<file path="config.mk">
export PLATFORM = sky130hd
export DESIGN_NAME = mod_counter_gen
export DESIGN_NICKNAME = d
export VERILOG_FILES = /design/src/rtl/mod_counter_pkg.sv /design/src/rtl/mod_prescaler.sv /design/src/rtl/mod_counter_gen.sv
export SDC_FILE = /design/constraint.sdc
export NUM_CORES = 1
export LEC_CHECK = 0
export CAP_MARGIN = 15
export CORE_AREA = 2 2 39 41
export CTS_CLUSTER_SIZE = 30
export DETAILED_ROUTE_END_ITERATION = 16
export DIE_AREA = 0 0 41 43
export SYNTH_ARGS = -nofsm -noshare
export SYNTH_HDL_FRONTEND = slang
export SYNTH_HIERARCHICAL = 1
export SYNTH_SLANG_ARGS = --single-unit
</file>
<file path="constraint.sdc">
create_clock -name clk -period 2.8 [get_ports clk]
set_input_delay 0.28 -clock clk [delete_from_list [all_inputs] [get_ports clk]]
set_output_delay 0.28 -clock clk [all_outputs]
set_load 0.005 [all_outputs]
</file>
<file path="src/rtl/mod_counter_pkg.sv">
// Shared constants and helpers for the modulo-N counter: direction encoding,
// saturating load and parameter legality checks.
package mod_counter_pkg;

  localparam logic DIR_UP   = 1'b1;
  localparam logic DIR_DOWN = 1'b0;

  localparam int unsigned MIN_MODULUS      = 2;
  localparam int unsigned MIN_PRESCALE_DIV = 1;

  // A modulus must give at least two states and fit in the counter width.
  function automatic bit modulus_legal(input int unsigned width, input int unsigned modulus);
    longint unsigned span;
    span = longint'(1) << width;
    return (modulus >= MIN_MODULUS) && (longint'(modulus) <= span);
  endfunction

  // Out-of-range load values clamp to the top state instead of wrapping.
  function automatic int unsigned sat_load(input int unsigned value, input int unsigned modulus);
    return (value < modulus) ? value : modulus - 1;
  endfunction

endpackage

</file>
<file path="src/rtl/mod_prescaler.sv">
// Counts enabled cycles 0..DIV-1 and flags the cycle that completes a period.
// Only instantiated when MOD_COUNTER_PRESCALE_EN is defined.
module mod_prescaler #(
  parameter int unsigned DIV = 4
) (
  input  logic clk,
  input  logic reset,
  input  logic enable,
  input  logic clr,
  output logic tick
);

  localparam int unsigned     CW   = (DIV > 1) ? $clog2(DIV) : 1;
  localparam logic [CW-1:0]   LAST = CW'(DIV - 1);

  logic [CW-1:0] r_cnt;

  always_ff @(posedge clk) begin
    if (!reset || clr) begin
      r_cnt <= '0;
    end else if (enable) begin
      r_cnt <= (r_cnt == LAST) ? '0 : r_cnt + 1'b1;
    end
  end

  assign tick = enable && (r_cnt == LAST);

endmodule

</file>
<file path="src/rtl/mod_counter_gen.sv">
// Parametrised modulo-N up/down counter with load, clear, terminal-count pulse
// and sticky wrap flag. Define MOD_COUNTER_PRESCALE_EN to divide the step rate.
module mod_counter_gen
  import mod_counter_pkg::*;
#(
  parameter int unsigned WIDTH        = 3,
  parameter int unsigned MODULUS      = 7,
  parameter int unsigned PRESCALE_DIV = 4
) (
  input  logic             clk,
  input  logic             reset,
  input  logic             enable,
  input  logic             up_down,
  input  logic             load,
  input  logic [WIDTH-1:0] load_value,
  input  logic             clear,
  input  logic             sticky_clr,
  output logic [WIDTH-1:0] count,
  output logic             tc,
  output logic             active,
  output logic             wrap_sticky
);

  localparam logic [WIDTH-1:0] MAX_VAL = WIDTH'(MODULUS - 1);

  if (!modulus_legal(WIDTH, MODULUS)) begin : g_bad_modulus
    $error("mod_counter_gen: MODULUS must satisfy 2 <= MODULUS <= 2**WIDTH");
  end
  if (PRESCALE_DIV < MIN_PRESCALE_DIV) begin : g_bad_prescale
    $error("mod_counter_gen: PRESCALE_DIV must be >= 1");
  end

  logic [WIDTH-1:0] r_count;
  logic             r_tc;
  logic             r_active;
  logic             r_sticky;

  logic             w_tick;
  logic             w_step;
  logic             w_wrap;
  logic [WIDTH-1:0] w_next;
  logic [WIDTH-1:0] w_load_sat;

`ifdef MOD_COUNTER_PRESCALE_EN
  mod_prescaler #(.DIV(PRESCALE_DIV)) u_prescaler (
    .clk    (clk),
    .reset  (reset),
    .enable (enable),
    .clr    (clear | load),
    .tick   (w_tick)
  );
`else
  assign w_tick = enable;
`endif

  // Wrap is decided by comparing before the increment, so MODULUS = 2**WIDTH
  // still produces tc through the explicit compare.
  assign w_step = w_tick && !clear && !load;
  assign w_wrap = w_step && ((up_down == DIR_UP) ? (r_count == MAX_VAL) : (r_count == '0));

  always_comb begin
    w_next = r_count;
    if (up_down == DIR_UP) begin
      w_next = (r_count == MAX_VAL) ? '0 : r_count + 1'b1;
    end else begin
      w_next = (r_count == '0) ? MAX_VAL : r_count - 1'b1;
    end
  end

  assign w_load_sat = WIDTH'(sat_load(32'(load_value), MODULUS));

  always_ff @(posedge clk) begin
    if (!reset) begin
      r_count  <= '0;
      r_tc     <= 1'b0;
      r_active <= 1'b0;
    end else if (clear) begin
      r_count  <= '0;
      r_tc     <= 1'b0;
      r_active <= 1'b0;
    end else if (load) begin
      r_count  <= w_load_sat;
      r_tc     <= 1'b0;
      r_active <= 1'b0;
    end else if (w_step) begin
      r_count  <= w_next;
      r_tc     <= w_wrap;
      r_active <= 1'b1;
    end else begin
      r_tc     <= 1'b0;
      r_active <= 1'b0;
    end
  end

  // A wrap in the same cycle as sticky_clr keeps the flag set.
  always_ff @(posedge clk) begin
    if (!reset) begin
      r_sticky <= 1'b0;
    end else if (w_wrap) begin
      r_sticky <= 1'b1;
    end else if (sticky_clr) begin
      r_sticky <= 1'b0;
    end
  end

  assign count       = r_count;
  assign tc          = r_tc;
  assign active      = r_active;
  assign wrap_sticky = r_sticky;

endmodule

</file>
==> Word-level counts from Yosys, hierarchy flattened <==
Cells that the tools add are included.
{ "totals": {"register_bits": 6, "in_bits": 10, "output_inout_bits": 6, "wordCells": 31} }
{ "classes": {"add_sub_neg": 2, "order_cmp": 1, "n_eq_ne": 1, "muxes": 10, "bitwise_logic": 2, "reduce_logical": 11} }
{ "ops": {"columns": ["cell", "count"], "rows": [
  ["2-to-1 mux 3 bit", 6],
  ["2-to-1 mux 1 bit", 4],
  ["nonzero test 2 bit", 2],
  ["OR reduction 4 bit", 1],
  ["adder 3 x 1 -> 3 bit (second input constant)", 1],
  ["equality test 3 bit (second input constant)", 1],
  ["logical AND 1 bit", 3],
  ["zero test 3 bit", 1],
  ["< comparator 3 bit (second input constant)", 1],
  ["OR reduction 3 bit", 1],
  ["subtractor 3 x 1 -> 3 bit (second input constant)", 1],
  ["zero test 1 bit", 2],
  ["inverter 1 bit", 2],
  ["OR reduction 2 bit", 1]
]} }

==> Longest topological paths before layout <==
Gate-level depths: netlist (run 1).
{ "logic_depth": {"word_depth": 5, "mapped_depth": 5, "ltp_nobuf": 5} }

==> Least setup slack after synthesis (run 1) <==
No wires, ideal clock.
{ "synth_timing": {"path_kind": "reg-to-reg", "startpoint": "reg r_count[0] (netlist: count[0])", "endpoint": "reg r_count[0] (netlist: count[0])", "setup_time_ns": 0.086, "arrival_ns": 1.577, "t_required_ns": 2.714, "setup_slack_ns": 1.137, "path_stages_with_launch": 6, "path_buffers": 0, "period_less_slack_ns": 1.663, "path_cell_list": "dfxtp_1 inv_1 ha_1 and3_4 or4b_1 a221oi_2"} }
{ "synth_via": {"elab_chain_cells": 5, "word_cells_on_any_way": 9, "classes_between": "add/sub (2); eq/ne (1); mux (5); reduce/logical (1)"} }
{ "synth_rtl": {"columns": ["element", "line_no", "text"], "rows": [
  ["from (decl)", "mod_counter_gen.sv:33", "logic [WIDTH-1:0] r_count;"],
  ["from (signal assigned)", "mod_counter_gen.sv:82", "r_count <= w_load_sat;"],
  ["from (signal assigned)", "mod_counter_gen.sv:86", "r_count <= w_next;"],
  ["subtractor 3 x 1 -> 3 bit (tied with other cells)", "mod_counter_gen.sv:66", "w_next = (r_count == '0) ? MAX_VAL : r_count - 1'b1;"],
  ["2-to-1 mux 3 bit, on equally long branches", "mod_counter_gen.sv:66, mod_counter_gen.sv:64", null],
  ["2-to-1 mux 3 bit *", "mod_counter_gen.sv:63", "if (up_down == DIR_UP) begin"],
  ["2-to-1 mux 3 bit *", "mod_counter_gen.sv:85", "end else if (w_step) begin"],
  ["2-to-1 mux 3 bit *", "mod_counter_gen.sv:81", "end else if (load) begin"]
]} }
Mark *: on every way between the ends. The rest lies on a longest branch, timed or not. The select of a mux whose other input is x is not followed.
A chain may end at the register's enable or synchronous reset.

==> Worst setup path in the final report (run 1) <==
Same ends and word-level chain as after synthesis.

==> results of run 1 <==
==> routing by layer <==
metal | track usage, % | up-vias | wire length, um
li1 | - | 200 | -
met5 | 0 | - | 0
met1 | 17.5 | 176 | 400
met3 | 7.85 | 0 | 66
met2 | 17.5 | 15 | 393
met4 | 2.00 | 0 | 0
==> logic make-up after synthesis <==
group	after synthesis	synth area share (%)
AO/OA/AOI/OAI	11	23.0
adder cells (fa/ha/maj)	5	15.2
buffers and inverters	3	2.73
flip-flops	6	29.1
multiplexers	1	2.42
AND/OR/NAND/NOR	18	27.6
==> per-stage QoR <==
stage | instance area [um^2] | setup WS, ps | util (%) | hold slack (ps) | total power [mW]
after global routing | 606 | 918 | 43.8 | 515 | 0.240
final | 606 | 1030 | 43.8 | 484 | 0.222
after global placement | 583 | 950 | 42.1 | 479 | 0.143
after detailed placement | 583 | 912 | 42.1 | 489 | 0.143
after floorplan | 413 | 1140 | - | 368 | 0.115
after CTS | 606 | 1000 | 43.8 | 495 | 0.229
==> flip-flops by register name (all words and copies together), names as in the netlist <==
signal	count
count	3
active	1
tc	1
wrap_sticky	1
==> layout make-up <==
cell class	count	area share (%)
clock buffer	3	3.72
timing repair buffer	15	24.8
sequential	6	19.8
inverter	3	1.86
multi-input combinational	35	46.5
tap	16	3.31
==> worst paths after layout <==
path                            cells past startpoint                      from                        to
worst min register to register                      2  wrap_sticky$_SDFFE_PN0P_  wrap_sticky$_SDFFE_PN0P_
worst min-delay path                                2  wrap_sticky$_SDFFE_PN0P_  wrap_sticky$_SDFFE_PN0P_
worst max register to register                      5     count[0]$_SDFFE_PP0P_     count[0]$_SDFFE_PP0P_
worst max-delay path                                5     count[0]$_SDFFE_PP0P_     count[0]$_SDFFE_PP0P_
==> worst max-delay path, delay by kind of cell (launching register included) <==
kind	cells	cell delay (ps)
simple gates	2	710
flops	1	400
fa+ha+maj	1	250
compound gates	1	210
buf+inv	1	120
==> power by group <==
group / leakage (nW) / switching, mW / internal, mW
logic: 0.183 / 0.0197 / 0.0290
clock network: 0.0138 / 0.0324 / 0.0486
registers: 0.0489 / 0.00337 / 0.0888
total: 0.246 / 0.0554 / 0.166
==> synth_stat cells, drive strengths merged <==
cell type | count | share of area, %
o32ai | 1 | 2.1
or4b | 1 | 2.4
o2bb2ai | 1 | 2.1
nor2 | 1 | 0.91
dfxtp | 6 | 29
a21oi | 2 | 2.4
inv | 3 | 2.7
or2 | 1 | 1.5
ha | 5 | 15
o21ai | 1 | 1.2
and3 | 1 | 2.7
or3 | 1 | 1.5
a21boi | 1 | 1.8
nor3 | 1 | 1.2
o211a | 1 | 2.4
nor3b | 3 | 5.5
nor2b | 1 | 1.5
nand2 | 4 | 3.6
or2b | 1 | 1.8
nand3b | 1 | 1.8
o221a | 1 | 2.7
mux2i | 1 | 2.4
o21ba | 1 | 2.4
a221oi | 1 | 3.6
o2111ai | 1 | 2.1
nand2b | 2 | 3.0
==> flow_summary_export.csv, run 1 <==
group,metric,value,unit
clock_tree,cts.clk_slew.worst_paths,50,ps
synthesis,yosys_warnings,6,
timing,period_needed,1770,ps
die,die_y,43,um
run_status,status,"finished clean",
die,ios,16,
timing,worst_pin_slew,301,ps
timing,slew_headroom,79.9,%
timing,fin_setup_tns,0,ps
cells_and_area,layout.nets,79,
run,cap_violations,0,
global_route,track_usage,12.9,%
clock_tree,post-cts-setup-buffer-count,0,
cells_and_area,diodes,0,
cells_and_area,seq_area,120,um^2
die,core,1380,um^2
timing,drv_slew,0,
global_route,grt_max_degree,9,
synthesis,postSynthCellCount,44,
worst_setup_path,arrival,1940,ps
synthesis,ys_seq_area_share,29.1,%
cells_and_area,drive_above_1_share,12.9,%
placement,gp_congestion,0.766,
timing,rsz0062_at_grt,"no",
placement,place_inst,75,
global_route,grt_pass1_vias,367,
power,ir_drop,0.000241,V
worst_setup_path,critPathKind,"flop to flop",
route,route.detailed.drc,0,
power,p_leak,0.246,nW
worst_setup_path,crit_path_max_fanout,5,
synthesis,synthDistinctLibCells,26,
timing,fmax,564,MHz
placement,dpl.hpwl,710,um
clock_tree,root_buffer,"clkbuf_4",
worst_setup_path,crit_path_end_kind,"flop",
synthesis,syn_area,413,um^2
route,via_per_inst,5.01,
timing,fin_worst_skew,4.19,ps
die,initial_core_util,29.8,%
cells_and_area,syn2layout_area_growth,46.7,%
worst_hold_path,worstHoldPathType,"flop to flop",
route,first_iter_violations,4,
route,wl_per_cell,11.0,um
clock_tree,cts_resized,0,
clock_tree,htreeDepth,1,
worst_setup_path,crit_chain,"inv_1 > ha_1 > and3_4 > or4b_1 > a221oi_2",
route,via_count,391,
global_route,grt_pass1_wl,1520,um
clock_tree,worstSkewPairLatency,250,ps
worst_setup_path,slowest_stage,"or4b_1",
clock_tree,ctsLongestPathBuffers,2,
synthesis,synth-seq-cells,6,
cells_and_area,multi_input_area,282,um^2
route,final_antenna_net_count,0,
synthesis,syn_nets,59,
die,fp.dieArea,1760,um^2
clock_tree,hold_buffers,0,
clock_tree,cts_sinks,6,
synthesis,syn_avg_cell_area,9.38,um^2
placement,portBuffers,15,
cells_and_area,final_cell_mix,"15 x clkdlybuf4s50_1, 6 x dfxtp_1, 5 x ha_1",
worst_setup_path,worstPathRequired,2970,ps
cells_and_area,nFillCells,149,
worst_setup_path,r2r_slack,1030,ps
cells_and_area,stdcell_count,78,
global_route,gr-total-overflow,0,
global_route,antenna_found_initial,0,
timing,hold_violations,0,
clock_tree,cts_made_buffers,3,
route,drt_first_pass_iters,3,
worst_setup_path,critPathMaxStageDelay,530,ps
worst_setup_path,startpoint_type,"flop",
timing,setup_viol,0,
clock_tree,cts_tree,"built",
cells_and_area,final_common_cell,"clkdlybuf4s50_1",
die,rows,14,
timing,finalCritPeriodShare,63.3,%
route,wl,859,um
power,p_per_area,366,nW/um^2
die,die_width,41,um
(Power assumes the default switching activity.)
==> inputs of run 2 (changes only) <==
==> constraint.sdc (replaced) <==
create_clock -name clk -period 1.5 [get_ports clk]
set_input_delay 0.15 -clock clk [delete_from_list [all_inputs] [get_ports clk]]
set_output_delay 0.15 -clock clk [all_outputs]
set_load 0.005 [all_outputs]
==> run 2 against run 1 <==
The flow now finishes with violations (negative setup slack). Non-clock buffer count rose by 15. Clock skew rose by 6.0 ps. Register-to-register slack got worse by 1100 ps. Setup slack got worse by 1100 ps. Via count rose by 15%. Global-route usage rose by 3.2 points. Critical path depth did not move. Final cell count rose by 19%.
==> flow_summary_export.csv, run 2 (same netlist as run 1, synthesis figures left out) <==
group,metric,value,unit
timing,period_needed,1530,ps
clock_tree,cts_sinks,6,
timing,hold_violations,0,
placement,gp_congestion,0.768,
power,seq_power_share,37.5,%
die,rows,14,
route,final_antenna_net_count,0,
clock_tree,cts_tree,"built",
timing,fmax,652,MHz
die,die_y,43,um
cells_and_area,diodes,0,
worst_hold_path,hold_depth,3,
global_route,gr-total-overflow,0,
power,p_comb_share,28.9,%
route,route.detailed.drc,0,
route,wl_per_cell,11.6,um
clock_tree,ctsLongestPathBuffers,2,
power,switchingPower,118,uW
timing,setup_viol,1,
timing,rsz0062_at_grt,"yes",
die,core,1380,um^2
worst_setup_path,startpoint_type,"flop",
cells_and_area,nFillCells,132,
clock_tree,worstSkewPairLatency,250,ps
worst_setup_path,worstPathRequired,1660,ps
global_route,antenna_found_initial,0,
clock_tree,post-cts-setup-buffer-count,0,
global_route,grt_pass1_vias,457,
worst_setup_path,rr_startpoint,"count[0]$_SDFFE_PP0P_",
global_route,grt_pass1_wl,1860,um
global_route,track_usage,16.1,%
worst_hold_path,hold_path.startpoint,"load_value[1]",
timing,drv_slew,0,
clock_tree,root_buffer,"clkbuf_4",
power,p_clk_share,33.6,%
cells_and_area,multi_input_area,317,um^2
worst_hold_path,worstHoldPathType,"input port to flop",
placement,portBuffers,15,
placement,place_ws,-165,ps
power,ir_drop,0.000333,V
run_status,status,"complete, but fails checks",
route,via_count,451,
die,die_width,41,um
placement,place_inst,90,
worst_setup_path,critPathKind,"flop to flop",
cells_and_area,syn2layout_area_growth,84.5,%
worst_setup_path,r2r-end,"count[0]$_SDFFE_PP0P_",
die,initial_core_util,29.8,%
power,p_per_area,602,nW/um^2
timing,finalCritPeriodShare,102,%
worst_setup_path,rr_worst_depth,5,
timing,slew_headroom,76.3,%
power,p_leak,0.329,nW
global_route,grt_max_degree,7,
cells_and_area,final_cell_mix,"15 x clkdlybuf4s50_1, 15 x buf_4, 4 x nand2_1",
cells_and_area,layout.nets,94,
worst_hold_path,min_to,"count[1]$_SDFFE_PP0P_",
power,switching_share,25.8,%
route,via_per_inst,4.85,
placement,dpl.hpwl,874,um
cells_and_area,drive_above_1_share,44.2,%
clock_tree,cts.clk_slew.worst_paths,50,ps
cells_and_area,stdcell_count,93,
timing,worst_pin_slew,355,ps
worst_setup_path,arrival,1700,ps
route,wl,1080,um
power,internal-power,341,uW
route,first_iter_violations,3,
route,drt_first_pass_iters,2,
run,cap_violations,0,
worst_setup_path,r2r_slack,-30,ps
clock_tree,htreeDepth,1,
timing,fin_ws,-34.2,ps
worst_setup_path,crit_path_max_fanout,4,
timing,hold_slack,479,ps
die,ios,16,
cells_and_area,seq_area,126,um^2
run_status,violations,"negative setup slack",
clock_tree,cts_made_buffers,3,
cells_and_area,largest_register_ffs,3,
worst_setup_path,crit_path_end_kind,"flop",
die,fp.dieArea,1760,um^2
timing,fin_worst_skew,10.2,ps
run 2: cell count changes in the layout (fill, tap and decap cells not counted), sizes merged:
| cell | before | now |
|---|---|---|
| buf | 0 | 15 |
run 2: how the worst max path moves through the flow:
stage,start,endpoint,slack (ps),cells after the start
after detailed placement,up_down,count[0]$_SDFFE_PP0P_,-160,4
after CTS,count[1]$_SDFFE_PP0P_,count[0]$_SDFFE_PP0P_,-60,5
after floorplan,count[0]$_SDFFE_PP0P_,count[0]$_SDFFE_PP0P_,-50,5
after global placement,up_down,count[0]$_SDFFE_PP0P_,-150,4
after global routing,count[0]$_SDFFE_PP0P_,count[0]$_SDFFE_PP0P_,-80,5
final,count[0]$_SDFFE_PP0P_,count[0]$_SDFFE_PP0P_,-30,5
run 2: worst max-delay path, cell delays in order, from the launching register on:
cell	delay, ps
dfxtp_2	350
inv_4	50
ha_4	150
and3_4	160
or4b_4	520
a221oi_2	210
run 2: cell type report:
| class | count | share of cell area (%) |
|---|---|---|
| Multi-Input combinational cell | 35 | 41.5 |
| Sequential cell | 6 | 16.6 |
| Timing Repair Buffer | 30 | 34.5 |
| Inverter | 3 | 1.81 |
| Clock buffer | 3 | 2.96 |
| Tap cell | 16 | 2.63 |
run 2: power groups by stage:
stage	logic (mW)	registers [mW]	clock network (mW)
global route	0.146	0.173	0.172
detailed placement	0.126	0.175	0
floorplan	0.0423	0.176	0
global placement	0.125	0.175	0
finish	0.133	0.172	0.154
CTS	0.126	0.171	0.165
run 2: metrics by stage:
stage                     power, mW  setup TNS [ps]  util (%)  instance area (um^2)
after floorplan               0.218           -49.4         -                   428
after global placement        0.299            -172      51.4                   711
after detailed placement      0.301            -221      51.4                   711
after CTS                     0.462           -63.0      53.2                   736
after global routing          0.491           -82.8      55.1                   762
final                         0.459           -34.2      55.1                   762
run 2: what timing repair did:
item,4_1_cts,5_1_grt
endpoints found under the setup margin,2,3
hold buffers,0,0
pin swaps,0,4
cloned,0,0
resized for setup,1,8
run 2: metal layers:
layer	GRT usage [%]	part of all wire, %	vias to the layer above
li1	-	-	228
met1	20.0	44	207
met2	22.8	50	16
met3	8.38	6.6	0
met4	6.00	0	0
met5	0	0	-
